$ cat src/rtl/instruction_cache.sv
// Direct-mapped instruction cache: 2^INDEX_BITS lines of 16 B, zero-latency hits, one-block fill on miss.
// Define ICACHE_STATS_EN to add the hit_count / miss_count outputs.
module instruction_cache #(
  parameter int INDEX_BITS = 3
) (
  input  logic         clock,
  input  logic         reset,
  input  logic         read,
  input  logic [9:0]   address,
  output logic [31:0]  readinst,
  output logic         busywait,
  output logic         mem_read,
  output logic [5:0]   mem_address,
  input  logic [127:0] mem_readinst,
  input  logic         mem_busywait
`ifdef ICACHE_STATS_EN
  ,
  output logic [15:0]  hit_count,
  output logic [15:0]  miss_count
`endif
);

  localparam int TAG_BITS = 6 - INDEX_BITS;
  localparam int LINES    = 1 << INDEX_BITS;

  typedef enum logic [1:0] {
    IDLE     = 2'd0,
    MEM_READ = 2'd1,
    UPDATE   = 2'd2
  } state_t;

  state_t                state_q, state_d;
  logic                  first_q, first_d;
  logic [TAG_BITS-1:0]   miss_tag_q, miss_tag_d;
  logic [INDEX_BITS-1:0] miss_index_q, miss_index_d;
  logic [LINES-1:0]      valid_q, valid_d;
  logic [TAG_BITS-1:0]   tag_q [LINES];
  logic [127:0]          data_q [LINES];

  logic [1:0]            offset_s;
  logic [INDEX_BITS-1:0] index_s;
  logic [TAG_BITS-1:0]   tag_s;
  logic                  hit_s;
  logic                  fill_s;
  logic [127:0]          line_s;
  logic                  unused_s;

  assign offset_s = address[3:2];
  assign index_s  = address[3+INDEX_BITS:4];
  assign tag_s    = address[9:4+INDEX_BITS];
  assign unused_s = ^address[1:0];

  // lookup: hit detection and word select from the indexed line
  always_comb begin
    line_s   = data_q[index_s];
    hit_s    = read & valid_q[index_s] & (tag_q[index_s] == tag_s);
    readinst = line_s[{offset_s, 5'd0} +: 32];
  end

  // miss FSM next state and outputs
  always_comb begin
    state_d      = state_q;
    first_d      = 1'b0;
    miss_tag_d   = miss_tag_q;
    miss_index_d = miss_index_q;
    busywait     = 1'b0;
    mem_read     = 1'b0;
    mem_address  = 6'd0;
    fill_s       = 1'b0;
    case (state_q)
      IDLE: begin
        busywait = read & ~hit_s;
        if (read && !hit_s) begin
          state_d      = MEM_READ;
          first_d      = 1'b1;
          miss_tag_d   = tag_s;
          miss_index_d = index_s;
        end else begin
          state_d = IDLE;
        end
      end
      MEM_READ: begin
        busywait    = 1'b1;
        mem_read    = 1'b1;
        mem_address = {miss_tag_q, miss_index_q};
        // memory raises mem_busywait one edge after mem_read, so the first cycle is not trusted
        if (!first_q && !mem_busywait) begin
          state_d = UPDATE;
        end else begin
          state_d = MEM_READ;
        end
      end
      UPDATE: begin
        busywait = 1'b1;
        fill_s   = 1'b1;
        state_d  = IDLE;
      end
      default: begin
        state_d = IDLE;
      end
    endcase
  end

  // valid bits set by a completed fill
  always_comb begin
    valid_d = valid_q;
    if (fill_s) begin
      valid_d[miss_index_q] = 1'b1;
    end else begin
      valid_d = valid_q;
    end
  end

  // control state, miss target and valid bits
  always_ff @(posedge clock) begin
    if (reset) begin
      state_q      <= IDLE;
      first_q      <= 1'b0;
      miss_tag_q   <= {TAG_BITS{1'b0}};
      miss_index_q <= {INDEX_BITS{1'b0}};
      valid_q      <= {LINES{1'b0}};
    end else begin
      state_q      <= state_d;
      first_q      <= first_d;
      miss_tag_q   <= miss_tag_d;
      miss_index_q <= miss_index_d;
      valid_q      <= valid_d;
    end
  end

  // line storage; a write racing a reset is harmless because valid is cleared
  always_ff @(posedge clock) begin
    if (fill_s) begin
      tag_q[miss_index_q]  <= miss_tag_q;
      data_q[miss_index_q] <= mem_readinst;
    end
  end

`ifdef ICACHE_STATS_EN
  logic [15:0] hit_count_q, hit_count_d;
  logic [15:0] miss_count_q, miss_count_d;

  // statistics counters, wrapping at 16 bits
  always_comb begin
    hit_count_d  = hit_count_q;
    miss_count_d = miss_count_q;
    if (state_q == IDLE && hit_s) begin
      hit_count_d = hit_count_q + 16'd1;
    end else begin
      hit_count_d = hit_count_q;
    end
    if (state_q == IDLE && read && !hit_s) begin
      miss_count_d = miss_count_q + 16'd1;
    end else begin
      miss_count_d = miss_count_q;
    end
  end

  // statistics registers
  always_ff @(posedge clock) begin
    if (reset) begin
      hit_count_q  <= 16'd0;
      miss_count_q <= 16'd0;
    end else begin
      hit_count_q  <= hit_count_d;
      miss_count_q <= miss_count_d;
    end
  end

  assign hit_count  = hit_count_q;
  assign miss_count = miss_count_q;
`endif

endmodule

$ cat config.mk
export PLATFORM = sky130hd
export DESIGN_NAME = instruction_cache
export DESIGN_NICKNAME = d
export VERILOG_FILES = /design/src/rtl/instruction_cache.sv
export SDC_FILE = /design/constraint.sdc
export NUM_CORES = 1
export LEC_CHECK = 0
export BUFFER_PORTS_ARGS = -buffer_cell sky130_fd_sc_hd__clkbuf_2
export CAP_MARGIN = 20
export CORE_MARGIN = 2
export CORE_UTILIZATION = 40
export DETAILED_ROUTE_END_ITERATION = 8
export MAX_ROUTING_LAYER = met4
export PLACE_DENSITY = 0.64
export SYNTH_ARGS = -nofsm -noshare
export SYNTH_HDL_FRONTEND = slang
export SYNTH_SLANG_ARGS = --single-unit
$ cat constraint.sdc
create_clock -name clock -period 20.6 [get_ports clock]
set_input_delay 5.15 -clock clock [delete_from_list [all_inputs] [get_ports clock]]
set_output_delay 5.15 -clock clock [all_outputs]
set_load 0.02 [all_outputs]
==> impl_metrics.prom, run 1 <==
# TYPE chip_impl_metric gauge
chip_impl_metric{name="total_routed_wirelength",unit="um"} 84030
chip_impl_metric{name="antenna_violating_nets_post_route",unit=""} 0
chip_impl_metric{name="detailedPlace.worstSlack",unit="ns"} 6.983
chip_impl_info{name="endpoint_kind",value="primary output"} 1
chip_impl_metric{name="final.hold.worst_slack",unit="ns"} 0.4297
chip_impl_metric{name="worstPathRequired",unit="ns"} 15.45
chip_impl_metric{name="die_w",unit="um"} 322
chip_impl_metric{name="layout.core_utilization",unit="%"} 46.08
chip_impl_metric{name="critical_path.max_stage_delay",unit="ns"} 0.64
chip_impl_info{name="critical_path.slowest_cell",value="buf_12"} 1
chip_impl_metric{name="yosys.area.top_type_share",unit="%"} 77.80
chip_impl_metric{name="timing_max_transition_violations_final",unit=""} 0
chip_impl_metric{name="initial_antenna_violation_count",unit=""} 16
chip_impl_metric{name="ir_drop",unit="mV"} 0.08108
chip_impl_metric{name="hold_violations",unit=""} 0
chip_impl_metric{name="r2r_slack",unit="ns"} 17.65
chip_impl_info{name="critical_path.most_common_cell",value="mux4_2"} 1
chip_impl_info{name="holdCritPathClass",value="flop to flop"} 1
chip_impl_metric{name="place_inst",unit=""} 2998
chip_impl_metric{name="post-route-min-period",unit="ns"} 13.54
chip_impl_info{name="hold_path_startpoint",value="first_q$_SDFF_PP0_"} 1
chip_impl_metric{name="cts.clk_slew.worst_paths",unit="ns"} 0.06
chip_impl_info{name="critPathKind",value="input pin to primary output"} 1
chip_impl_metric{name="max-slew-margin-rel",unit="%"} 28.91
chip_impl_metric{name="period_share",unit="%"} 65.74
chip_impl_metric{name="cts_repair_resize_count",unit=""} 0
chip_impl_metric{name="finalWeightedCongestion",unit=""} 0.7101
chip_impl_metric{name="globalRouteTotalUtil",unit="%"} 16.98
chip_impl_info{name="post-synth-top-area-cell",value="edfxtp_1"} 1
chip_impl_metric{name="totalNegativeSetupSlack",unit="ns"} 0
chip_impl_metric{name="floorplan.core_area",unit="um2"} 100100
chip_impl_metric{name="r2r.worst_path.cells",unit=""} 6
chip_impl_info{name="cpLargestDelayFamily",value="multiplexers"} 1
chip_impl_metric{name="drc",unit=""} 0
chip_impl_metric{name="worst_max_slew_pin_slew",unit="ns"} 1.066
chip_impl_metric{name="p_leak",unit="nW"} 14.47
chip_impl_metric{name="detail_route.first_pass.iterations",unit=""} 4
chip_impl_metric{name="yosysUniqueCellTypes",unit=""} 24
chip_impl_metric{name="yosys_warnings",unit=""} 0
chip_impl_metric{name="drtIter0Drc",unit=""} 1473
chip_impl_metric{name="timing.final.setup_violations",unit=""} 0
chip_impl_metric{name="drt-wirelength-per-cell",unit="um"} 26.31
chip_impl_metric{name="mappedNetlistArea",unit="um2"} 40450
chip_impl_metric{name="placed_area",unit="um2"} 42920
chip_impl_metric{name="layout-drive-gt1-share",unit="%"} 37.44
chip_impl_metric{name="clock_tree.htree_level_count",unit=""} 3
chip_impl_metric{name="cap_violations",unit=""} 0
chip_impl_info{name="synth_area_leaders",value="edfxtp_1 78%, mux4_2 18%, mux2_2 0.92%"} 1
chip_impl_metric{name="cts_num_sinks",unit=""} 1065
chip_impl_metric{name="postCtsSetupRepairBufs",unit=""} 0
chip_impl_metric{name="synth.yosys.seq_area_share",unit="%"} 78.64
chip_impl_metric{name="worstPathMaxFanout",unit=""} 105
chip_impl_metric{name="cts_max_path_buffers",unit=""} 3
chip_impl_metric{name="design_area",unit="um2"} 46150
chip_impl_metric{name="avgSynthCellArea",unit="um2"} 25.52
chip_impl_info{name="grt_setup_unrepaired",value="no"} 1
chip_impl_metric{name="fmax",unit="MHz"} 73.85
chip_impl_metric{name="floorplan.die_area",unit="um2"} 103700
chip_impl_metric{name="final_cells",unit=""} 3194
chip_impl_metric{name="syn-num-nets",unit=""} 1731
chip_impl_metric{name="hpwlAfterDp",unit="um"} 43330
chip_impl_metric{name="clock_insertion_delay_worst_skew",unit="ns"} 0.66
chip_impl_metric{name="nNetsFinal",unit=""} 1950
chip_impl_info{name="holdPathEnd",value="state_q[1]$_SDFF_PP0_"} 1
chip_impl_metric{name="initial_utilization",unit="%"} 40.39
chip_impl_metric{name="syn_to_final_growth",unit="%"} 14.08
chip_impl_metric{name="pin_count_of_the_biggest_net_entering_global_routing",unit=""} 153
chip_impl_metric{name="yosys_register_bits",unit=""} 1065
chip_impl_metric{name="grt_pass1_wl",unit="um"} 124000
chip_impl_info{name="tritoncts",value="yes"} 1
chip_impl_metric{name="critical_path_data_arrival_time",unit="ns"} 8.39
chip_impl_metric{name="via_per_inst",unit=""} 5.358
chip_impl_info{name="run_status",value="completed"} 1
chip_impl_metric{name="tritoncts.num_buffers",unit=""} 102
chip_impl_metric{name="timing.clock.skew",unit="ns"} 0.01832
chip_impl_metric{name="postLayoutSetupSlackWorst",unit="ns"} 7.058
chip_impl_metric{name="num_rows",unit=""} 116
chip_impl_info{name="critical_path.reg2reg.endpoint",value="data_q[5][63]$_DFFE_PP_"} 1
chip_impl_metric{name="power_per_cell_area",unit="nW/um2"} 95.10
chip_impl_info{name="critical_path.cell_chain",value="buf_8, buf_12, mux4_2, mux4_2, mux2_2, clkbuf_2"} 1
chip_impl_metric{name="detailroute.via_count",unit=""} 17115
chip_impl_info{name="clk_root_buffer_cell",value="clkbuf_16"} 1
chip_impl_info{name="critPathLaunchType",value="input pin"} 1
chip_impl_metric{name="buffer_ports.inserted",unit=""} 179
chip_impl_metric{name="whs_path_depth",unit=""} 1
chip_impl_info{name="crit-reg2reg-launch",value="state_q[0]$_SDFF_PP0_"} 1
chip_impl_metric{name="floorplan.io_pins",unit=""} 182
chip_impl_metric{name="design_power_total",unit="mW"} 4.388
chip_impl_metric{name="die_y",unit="um"} 322
chip_impl_metric{name="first_global_vias",unit=""} 18377
chip_impl_metric{name="netlist_instances",unit=""} 1585
chip_impl_metric{name="cts-hold-fix-buffers",unit=""} 0
chip_impl_metric{name="path_buf_inv",unit=""} 3
chip_impl_metric{name="grt_remaining_overflow",unit=""} 0
worst max-delay path by stage:
stage	from	cells past startpoint	endpoint	slack (ns)
3_5_place_dp	address[4]	6	readinst[18]	6.98
5_1_grt	address[4]	6	readinst[18]	6.82
3_3_place_gp	address[4]	6	readinst[18]	7.01
6_report	address[4]	6	readinst[18]	7.06
4_1_cts	address[4]	6	readinst[18]	6.98
2_1_floorplan	address[5]	6	readinst[0]	8.37
kinds of logic (layout without fill, tap and decap cells):
| kind of cell | Yosys count | in the layout | synth area share, % |
|---|---|---|---|
| DFF | 1065 | 1065 | 78.64 |
| muxes | 376 | 376 | 19.46 |
| buffers and inverters | 83 | 381 | 0.9620 |
| and+or+nand+nor | 48 | 48 | 0.5939 |
| AOI/OAI and AO/OA | 6 | 6 | 0.1547 |
| adders and majority gates | 4 | 4 | 0.1237 |
| xor gates and xnor gates | 3 | 3 | 0.06497 |
| other | 0 | 13 | 0 |
Yosys cell counts:
cell type  instances
a21oi_1            2
a41oi_4            1
dfxtp_1           17
buf_2             29
nand2b_1          15
buf_6              5
nand2_1            3
mux4_2           325
nor3_1             2
edfxtp_1        1048
nor2_1            21
and2_1             6
xor2_1             3
a41o_1             1
clkbuf_1          28
o21ba_2            1
o21ai_0            1
ha_1               4
buf_4              1
nor4b_1            1
mux2i_1           18
mux2_2            33
inv_1              3
buf_1             17
layer usage:
layer  track usage (%)  vias up  wire length (um)
met5                 -        -                 0
met4             4.143        0              1595
met3             3.804      109              4824
met2             28.55      391             43400
met1             20.98     9247             34210
li1                  -     7368                 -
sequential cells by signal, summed over array words and instances (netlist names):
| name | count |
|---|---|
| data_q | 1024 |
| miss_index_q | 3 |
| state_q | 2 |
| first_q | 1 |
| miss_tag_q | 3 |
| tag_q | 24 |
| valid_q | 8 |
layout by cell type, fill, tap and decap left out, drive strengths merged:
master / Yosys / layout
a21oi: 2 / 2
a41o: 1 / 1
a41oi: 1 / 1
and2: 6 / 6
buf: 52 / 20
bufinv: 0 / 9
clkbuf: 28 / 303
clkinv: 0 / 42
clkinvlp: 0 / 1
dfxtp: 17 / 17
diode: 0 / 13
edfxtp: 1048 / 1048
ha: 4 / 4
inv: 3 / 6
mux2: 33 / 33
mux2i: 18 / 18
mux4: 325 / 325
nand2: 3 / 3
nand2b: 15 / 15
nor2: 21 / 21
nor3: 2 / 2
nor4b: 1 / 1
o21ai: 1 / 1
o21ba: 1 / 1
xor2: 3 / 3
cell type report:
| cell class | count | area [um2] |
|---|---|---|
| clock buffers | 128 | 2671 |
| multi-input cells | 437 | 8305 |
| repair buffers | 195 | 1170 |
| inverters | 3 | 11.26 |
| diodes | 13 | 32.53 |
| flip-flops and latches | 1065 | 31810 |
| fillers | 8202 | 54000 |
| clock inverters | 55 | 520.5 |
| well taps | 1298 | 1624 |
power by group:
group	leakage [nW]	internal, mW	switching (mW)	total, mW
Clock	1.57	1.03	0.756	1.79
Combinational	3.32	0.0942	0.117	0.212
Sequential	9.58	2.39	0.00346	2.39
Total	14.5	3.51	0.877	4.39
Power figures use the tool's default switching activity.
==> inputs of run 2 (changes only) <==
--- a/config.mk
+++ b/config.mk
@@ -5,6 +5,7 @@
 export SDC_FILE = /design/constraint.sdc
 export NUM_CORES = 1
 export LEC_CHECK = 0
+export ABC_AREA = 1
 export BUFFER_PORTS_ARGS = -buffer_cell sky130_fd_sc_hd__clkbuf_2
 export CAP_MARGIN = 20
 export CORE_MARGIN = 2
==> constraint.sdc (replaced) <==
create_clock -name clock -period 13.6 [get_ports clock]
set_input_delay 3.4 -clock clock [delete_from_list [all_inputs] [get_ports clock]]
set_output_delay 3.4 -clock clock [all_outputs]
set_load 0.02 [all_outputs]
==> impl_metrics.prom, run 2 <==
# TYPE chip_impl_metric gauge
chip_impl_info{name="synth.top_cells.by_count",value="1048 x edfxtp_1, 645 x nor2_1, 497 x o21ai_0"} 1
chip_impl_info{name="endpoint_kind",value="primary output"} 1
chip_impl_metric{name="hold_violations",unit=""} 0
chip_impl_metric{name="timing.final.setup_violations",unit=""} 0
chip_impl_metric{name="cts-hold-fix-buffers",unit=""} 0
chip_impl_metric{name="yosys_warnings",unit=""} 0
chip_impl_metric{name="clock_insertion_delay_worst_skew",unit="ns"} 0.66
chip_impl_metric{name="drt-wirelength-per-cell",unit="um"} 23.55
chip_impl_info{name="yosys.cell_count.top_type",value="edfxtp_1"} 1
chip_impl_metric{name="timing.clock.skew",unit="ns"} 0.01494
chip_impl_metric{name="floorplan.core_area",unit="um2"} 103500
chip_impl_metric{name="syn-num-nets",unit=""} 3197
chip_impl_metric{name="part_of_the_total_power_dissipated_in_sequential_elements",unit="%"} 53.3
chip_impl_metric{name="nNetsFinal",unit=""} 3279
chip_impl_metric{name="power.share.combinational",unit="%"} 6.0
chip_impl_metric{name="cts_num_sinks",unit=""} 1065
chip_impl_metric{name="design_area",unit="um2"} 46960
chip_impl_metric{name="drtIter0Drc",unit=""} 2596
chip_impl_metric{name="die_y",unit="um"} 326.8
chip_impl_metric{name="grt_pass1_wl",unit="um"} 157700
chip_impl_metric{name="num_rows",unit=""} 118
chip_impl_metric{name="cts_repair_resize_count",unit=""} 0
chip_impl_info{name="most_frequent_cells_in_the_layout",value="1048 x edfxtp_1, 637 x nor2_1, 497 x o21ai_0"} 1
chip_impl_info{name="tritoncts",value="yes"} 1
chip_impl_metric{name="avgSynthCellArea",unit="um2"} 13.66
chip_impl_metric{name="drc",unit=""} 0
chip_impl_metric{name="die_w",unit="um"} 326.8
chip_impl_metric{name="power.share.clock",unit="%"} 40.8
chip_impl_metric{name="largest_reg_flops",unit=""} 1024
chip_impl_metric{name="multi_input_comb_area",unit="um2"} 8592
chip_impl_metric{name="worst_max_slew_pin_slew",unit="ns"} 1.153
chip_impl_metric{name="placed_area",unit="um2"} 43570
chip_impl_metric{name="total_routed_wirelength",unit="um"} 108800
chip_impl_metric{name="globalRouteTotalUtil",unit="%"} 20.43
chip_impl_metric{name="yosys_register_bits",unit=""} 1065
chip_impl_info{name="critPathKind",value="input pin to primary output"} 1
chip_impl_metric{name="number_of_flops_mapped_to_enable_cells_by_yosys",unit=""} 1048
chip_impl_metric{name="power_per_cell_area",unit="nW/um2"} 145.2
chip_impl_metric{name="mappedNetlistArea",unit="um2"} 41670
chip_impl_metric{name="async_reset_ff_share",unit="%"} 0
chip_impl_metric{name="worstPathMaxFanout",unit=""} 75
chip_impl_metric{name="cap_violations",unit=""} 0
chip_impl_metric{name="floorplan.io_pins",unit=""} 182
chip_impl_metric{name="cts.clk_slew.worst_paths",unit="ns"} 0.06
chip_impl_metric{name="pin_count_of_the_biggest_net_entering_global_routing",unit=""} 224
chip_impl_info{name="post-synth-top-area-cell",value="edfxtp_1"} 1
chip_impl_metric{name="design_power_total",unit="mW"} 6.816
chip_impl_metric{name="power.net_switching",unit="mW"} 1.484
chip_impl_metric{name="final.fill_count",unit=""} 9032
chip_impl_metric{name="critical_path_data_arrival_time",unit="ns"} 6.69
chip_impl_metric{name="yosys.area.top_type_share",unit="%"} 75.52
chip_impl_metric{name="period_share",unit="%"} 74.18
chip_impl_metric{name="initial_utilization",unit="%"} 40.26
chip_impl_metric{name="max-slew-margin-rel",unit="%"} 23.13
chip_impl_metric{name="cellInternalPower",unit="mW"} 5.332
chip_impl_metric{name="finalWeightedCongestion",unit=""} 0.7590
chip_impl_info{name="critical_path.cell_chain",value="buf_6, inv_8, buf_4, o221ai_1, a31oi_1, a21oi_1, clkbuf_2"} 1
chip_impl_metric{name="antenna_violating_nets_post_route",unit=""} 0
chip_impl_info{name="grt_setup_unrepaired",value="no"} 1
chip_impl_metric{name="totalNegativeSetupSlack",unit="ns"} 0
chip_impl_metric{name="yosysUniqueCellTypes",unit=""} 26
chip_impl_metric{name="critical_path.max_stage_delay",unit="ns"} 0.87
chip_impl_metric{name="detail_route.first_pass.iterations",unit=""} 5
chip_impl_metric{name="timing_max_transition_violations_final",unit=""} 0
chip_impl_info{name="final_common_cell",value="edfxtp_1"} 1
chip_impl_info{name="synth-main-ff-cell",value="edfxtp_1"} 1
chip_impl_info{name="clk_root_buffer_cell",value="clkbuf_16"} 1
chip_impl_metric{name="hpwlAfterDp",unit="um"} 54300
chip_impl_info{name="largest_register",value="data_q"} 1
chip_impl_metric{name="postLayoutSetupSlackWorst",unit="ns"} 3.511
chip_impl_metric{name="netlist_instances",unit=""} 3051
chip_impl_metric{name="clock_tree.htree_level_count",unit=""} 3
chip_impl_metric{name="cts_max_path_buffers",unit=""} 3
chip_impl_metric{name="grt_remaining_overflow",unit=""} 0
chip_impl_metric{name="sequential_cell_area",unit="um2"} 31810
chip_impl_info{name="critPathLaunchType",value="input pin"} 1
chip_impl_metric{name="worstPathRequired",unit="ns"} 10.20
chip_impl_metric{name="via_per_inst",unit=""} 5.543
chip_impl_metric{name="buffer_ports.inserted",unit=""} 179
chip_impl_metric{name="p_leak",unit="nW"} 15.05
chip_impl_metric{name="synth.yosys.seq_area_share",unit="%"} 76.34
chip_impl_metric{name="ir_drop",unit="mV"} 0.1100
chip_impl_metric{name="switching_share",unit="%"} 21.77
chip_impl_metric{name="postCtsSetupRepairBufs",unit=""} 0
chip_impl_metric{name="syn_to_final_growth",unit="%"} 12.68
chip_impl_info{name="largest_registers",value="data_q x1024, tag_q x24, valid_q x8"} 1
chip_impl_info{name="run_status",value="completed"} 1
chip_impl_metric{name="first_global_vias",unit=""} 24093
chip_impl_metric{name="detailroute.via_count",unit=""} 25615
chip_impl_metric{name="layout-drive-gt1-share",unit="%"} 11.31
chip_impl_metric{name="post-route-min-period",unit="ns"} 10.09
chip_impl_info{name="synth_area_leaders",value="edfxtp_1 76%, o21ai_0 6.0%, nor2_1 5.8%"} 1
chip_impl_metric{name="floorplan.die_area",unit="um2"} 106800
chip_impl_metric{name="initial_antenna_violation_count",unit=""} 27
chip_impl_metric{name="tritoncts.num_buffers",unit=""} 104
chip_impl_info{name="holdCritPathClass",value="flop to flop"} 1
chip_impl_metric{name="detailedPlace.worstSlack",unit="ns"} 3.211
chip_impl_info{name="critical_path.slowest_cell",value="buf_4"} 1
chip_impl_metric{name="layout.core_utilization",unit="%"} 45.37
chip_impl_metric{name="fmax",unit="MHz"} 99.12
[run 2: cells by family (layout without fill, tap and decap cells)]
logic type	Yosys count	in the layout	synth area share (%)
flip-flops	1065	1065	76.34
AO/OA/AOI/OAI	873	873	12.51
buffers and inverters	273	439	3.186
adder cells (fa/ha/maj)	4	4	0.1201
other	0	24	0
AND/OR/NAND/NOR	836	836	7.849
[run 2: per-layer routing]
| layer | wire, um | track usage (%) | share of wire [%] | up-vias |
|---|---|---|---|---|
| li1 | - | - | - | 11736 |
| met5 | 0 | - | 0 | - |
| met2 | 52100 | 31.59 | 48 | 934 |
| met1 | 44570 | 26.82 | 41 | 12804 |
| met3 | 9876 | 5.064 | 9.1 | 141 |
| met4 | 2251 | 5.913 | 2.1 | 0 |
[run 2: critical path: cells and delay by family]
family	cells	cell delay, ns
buf+inv	4	2.00
compound gates	3	1.22
[run 2: stage by stage]
step,std cells,hold WS [ns]
final,4621,0.4253
after global routing,4618,0.4381
after CTS,4596,0.4259
after detailed placement,4406,0.4173
after global placement,4406,0.4047
after floorplan,3051,0.3976
[run 2: final cells by class]
| class | count | area share (%) |
|---|---|---|
| flip-flops and latches | 1065 | 67.75 |
| multi-input cells | 1713 | 18.30 |
| clock buffers | 139 | 6.113 |
| well taps | 1380 | 3.677 |
| repair buffers | 204 | 2.697 |
| clock inverters | 51 | 0.9087 |
| inverters | 45 | 0.4317 |
| diodes | 24 | 0.1279 |
[run 2: worst paths after layout]
kind | from | end | slack, ns | depth (start not counted)
worst max register to register | state_q[0]$_SDFF_PP0_ | data_q[1][82]$_DFFE_PP_ | 9.71 | 6
worst min-delay path | first_q$_SDFF_PP0_ | state_q[1]$_SDFF_PP0_ | 0.43 | 1
worst max-delay path | address[6] | readinst[11] | 3.51 | 7
worst min register to register | first_q$_SDFF_PP0_ | state_q[1]$_SDFF_PP0_ | 0.43 | 1
[run 2: power by group through the flow]
stage               logic [mW]  clock network (mW)  registers [mW]
floorplan                0.230                   0            3.70
global placement         0.396                   0            3.70
detailed placement       0.402                   0            3.70
global route             0.440                2.94            3.63
finish                   0.406                2.78            3.63
CTS                      0.403                2.82            3.63
==> inputs of run 3 (changes only) <==
==> constraint.sdc (replaced) <==
create_clock -name clock -period 10.45 [get_ports clock]
set_input_delay 2.6125 -clock clock [delete_from_list [all_inputs] [get_ports clock]]
set_output_delay 2.6125 -clock clock [all_outputs]
set_load 0.02 [all_outputs]
==> impl_metrics.prom, run 3 (same netlist as run 2, synthesis figures left out) <==
# TYPE chip_impl_metric gauge
chip_impl_metric{name="layout.core_utilization",unit="%"} 45.57
chip_impl_metric{name="worstPathMaxFanout",unit=""} 149
chip_impl_metric{name="hpwlAfterDp",unit="um"} 55100
chip_impl_metric{name="cap_violations",unit=""} 0
chip_impl_metric{name="die_w",unit="um"} 326.8
chip_impl_metric{name="first_global_vias",unit=""} 24141
chip_impl_metric{name="fmax",unit="MHz"} 117.9
chip_impl_metric{name="die_y",unit="um"} 326.8
chip_impl_metric{name="cts_repair_resize_count",unit=""} 0
chip_impl_metric{name="grt_remaining_overflow",unit=""} 0
chip_impl_metric{name="met2_usage",unit="%"} 31.37
chip_impl_info{name="most_frequent_cells_in_the_layout",value="1048 x edfxtp_1, 637 x nor2_1, 497 x o21ai_0"} 1
chip_impl_metric{name="buffer_ports.inserted",unit=""} 179
chip_impl_metric{name="postCtsSetupRepairBufs",unit=""} 0
chip_impl_info{name="largest_registers",value="data_q x1024, tag_q x24, valid_q x8"} 1
chip_impl_metric{name="largest_reg_flops",unit=""} 1024
chip_impl_metric{name="via_per_inst",unit=""} 5.531
chip_impl_metric{name="cts_max_path_buffers",unit=""} 3
chip_impl_metric{name="globalRouteTotalUtil",unit="%"} 20.54
chip_impl_metric{name="finalWeightedCongestion",unit=""} 0.7812
chip_impl_metric{name="floorplan.io_pins",unit=""} 182
chip_impl_metric{name="total_routed_wirelength",unit="um"} 108800
chip_impl_metric{name="ir_drop",unit="mV"} 0.1460
chip_impl_metric{name="pin_count_of_the_biggest_net_entering_global_routing",unit=""} 194
chip_impl_metric{name="cts_num_sinks",unit=""} 1065
chip_impl_info{name="largest_register",value="data_q"} 1
chip_impl_metric{name="detailroute.via_count",unit=""} 25634
chip_impl_metric{name="detail_route.first_pass.iterations",unit=""} 5
chip_impl_metric{name="nNetsFinal",unit=""} 3288
chip_impl_metric{name="max-slew-margin-rel",unit="%"} 24.31
chip_impl_metric{name="initial_utilization",unit="%"} 40.26
chip_impl_info{name="clk_root_buffer_cell",value="clkbuf_16"} 1
chip_impl_metric{name="syn_to_final_growth",unit="%"} 13.18
chip_impl_info{name="final_common_cell",value="edfxtp_1"} 1
chip_impl_metric{name="drc",unit=""} 0
chip_impl_metric{name="floorplan.core_area",unit="um2"} 103500
chip_impl_metric{name="initial_antenna_violation_count",unit=""} 31
chip_impl_metric{name="worstPathRequired",unit="ns"} 7.84
chip_impl_metric{name="final.fill_count",unit=""} 9037
chip_impl_metric{name="layout-drive-gt1-share",unit="%"} 11.88
chip_impl_metric{name="period_share",unit="%"} 81.17
chip_impl_metric{name="antenna_violating_nets_post_route",unit=""} 0
chip_impl_info{name="crit-reg2reg-launch",value="state_q[0]$_SDFF_PP0_"} 1
chip_impl_metric{name="clock_tree.htree_level_count",unit=""} 3
chip_impl_metric{name="p_leak",unit="nW"} 15.17
chip_impl_metric{name="clock_insertion_delay_worst_skew",unit="ns"} 0.66
chip_impl_metric{name="multi_input_comb_area",unit="um2"} 8592
chip_impl_metric{name="totalNegativeSetupSlack",unit="ns"} 0
chip_impl_metric{name="floorplan.die_area",unit="um2"} 106800
chip_impl_metric{name="hold_violations",unit=""} 0
chip_impl_metric{name="timing.clock.skew",unit="ns"} 0.01589
chip_impl_metric{name="drtIter0Drc",unit=""} 2674
chip_impl_metric{name="critical_path_data_arrival_time",unit="ns"} 5.87
chip_impl_metric{name="worst_max_slew_pin_slew",unit="ns"} 1.135
chip_impl_metric{name="grt_pass1_wl",unit="um"} 158700
chip_impl_info{name="critPathKind",value="input pin to primary output"} 1
chip_impl_info{name="endpoint_kind",value="primary output"} 1
chip_impl_metric{name="cts-hold-fix-buffers",unit=""} 0
chip_impl_info{name="holdCritPathClass",value="flop to flop"} 1
chip_impl_metric{name="post-route-min-period",unit="ns"} 8.482
chip_impl_metric{name="design_power_total",unit="mW"} 9.014
chip_impl_info{name="tritoncts",value="yes"} 1
chip_impl_metric{name="sequential_cell_area",unit="um2"} 31810
chip_impl_info{name="critical_path.reg2reg.endpoint",value="data_q[7][24]$_DFFE_PP_"} 1
chip_impl_info{name="grt_setup_unrepaired",value="no"} 1
chip_impl_metric{name="tritoncts.num_buffers",unit=""} 103
chip_impl_info{name="startpoint",value="address[4]"} 1
chip_impl_metric{name="power_per_cell_area",unit="nW/um2"} 191.1
chip_impl_metric{name="timing_max_transition_violations_final",unit=""} 0
chip_impl_info{name="run_status",value="completed"} 1
chip_impl_info{name="worstSetupEndpoint",value="readinst[31]"} 1
chip_impl_metric{name="met1_track_utilization_from_global_routing",unit="%"} 26.67
chip_impl_metric{name="final.hold.worst_slack",unit="ns"} 0.4301
chip_impl_metric{name="timing.final.setup_violations",unit=""} 0
chip_impl_metric{name="drt-wirelength-per-cell",unit="um"} 23.46
chip_impl_metric{name="cts.clk_slew.worst_paths",unit="ns"} 0.06
chip_impl_metric{name="r2r_slack",unit="ns"} 7.54
chip_impl_info{name="most_utilized_layer_in_the_global_route_result",value="met2"} 1
chip_impl_metric{name="r2r.worst_path.cells",unit=""} 6
chip_impl_info{name="critPathLaunchType",value="input pin"} 1
chip_impl_metric{name="num_rows",unit=""} 118
chip_impl_metric{name="groute.layer.met3.usage",unit="%"} 5.283
## run 3: changes by cell type in the layout (fill, tap and decap cells not counted), moves of 3 or more
cell and change:
clkbuf_1 -11, bufinv_16 +6, clkinv_2 +5, buf_4 +10, clkinv_1 +5, clkbuf_16 -3
## run 3: report_power, final
part	switching, mW	internal, mW	leakage [nW]
combinational	0.396	0.134	3.92
sequential	0.00962	4.71	9.56
clock	1.56	2.20	1.68
## run 3: cell type report
class	instances	share of cell area, %
multi-input combinational	1713	18.22
antenna	24	0.1273
clock buffer	126	5.869
inverter	45	0.4298
clock inverter	68	1.414
timing repair buffer	214	2.828
tap	1380	3.661
sequential	1065	67.45
## run 3: per-layer routing
metal / vias up / share of wire (%)
met3: 174 / 9.0
met4: 0 / 3.1
met5: - / 0
met1: 12730 / 41
met2: 986 / 47
li1: 11744 / -
## run 3: through the flow
step	cells	cell area, um2	setup WS [ns]
3_3_place_gp	4416	43650	2.065
3_5_place_dp	4417	43670	2.043
6_report	4635	47160	1.968
5_1_grt	4634	47160	1.810
4_1_cts	4611	47100	2.079
2_1_floorplan	3051	41670	3.629
## run 3: critical path, stage by stage
cell	delay, ns
buf_8	0.64
buf_4	0.53
buf_4	0.64
o21ai_0	0.19
o221ai_1	0.22
nand3_1	0.18
a21oi_1	0.38
clkbuf_2	0.25
## run 3: how the worst min path moves through the flow
stage	from	endpoint	slack [ns]	depth (start not counted)
final	first_q$_SDFF_PP0_	state_q[1]$_SDFF_PP0_	0.43	1
after global routing	first_q$_SDFF_PP0_	state_q[1]$_SDFF_PP0_	0.45	1
after CTS	first_q$_SDFF_PP0_	state_q[1]$_SDFF_PP0_	0.42	1
after detailed placement	first_q$_SDFF_PP0_	state_q[1]$_SDFF_PP0_	0.41	1
after global placement	first_q$_SDFF_PP0_	state_q[1]$_SDFF_PP0_	0.40	1
after floorplan	first_q$_SDFF_PP0_	state_q[1]$_SDFF_PP0_	0.40	1
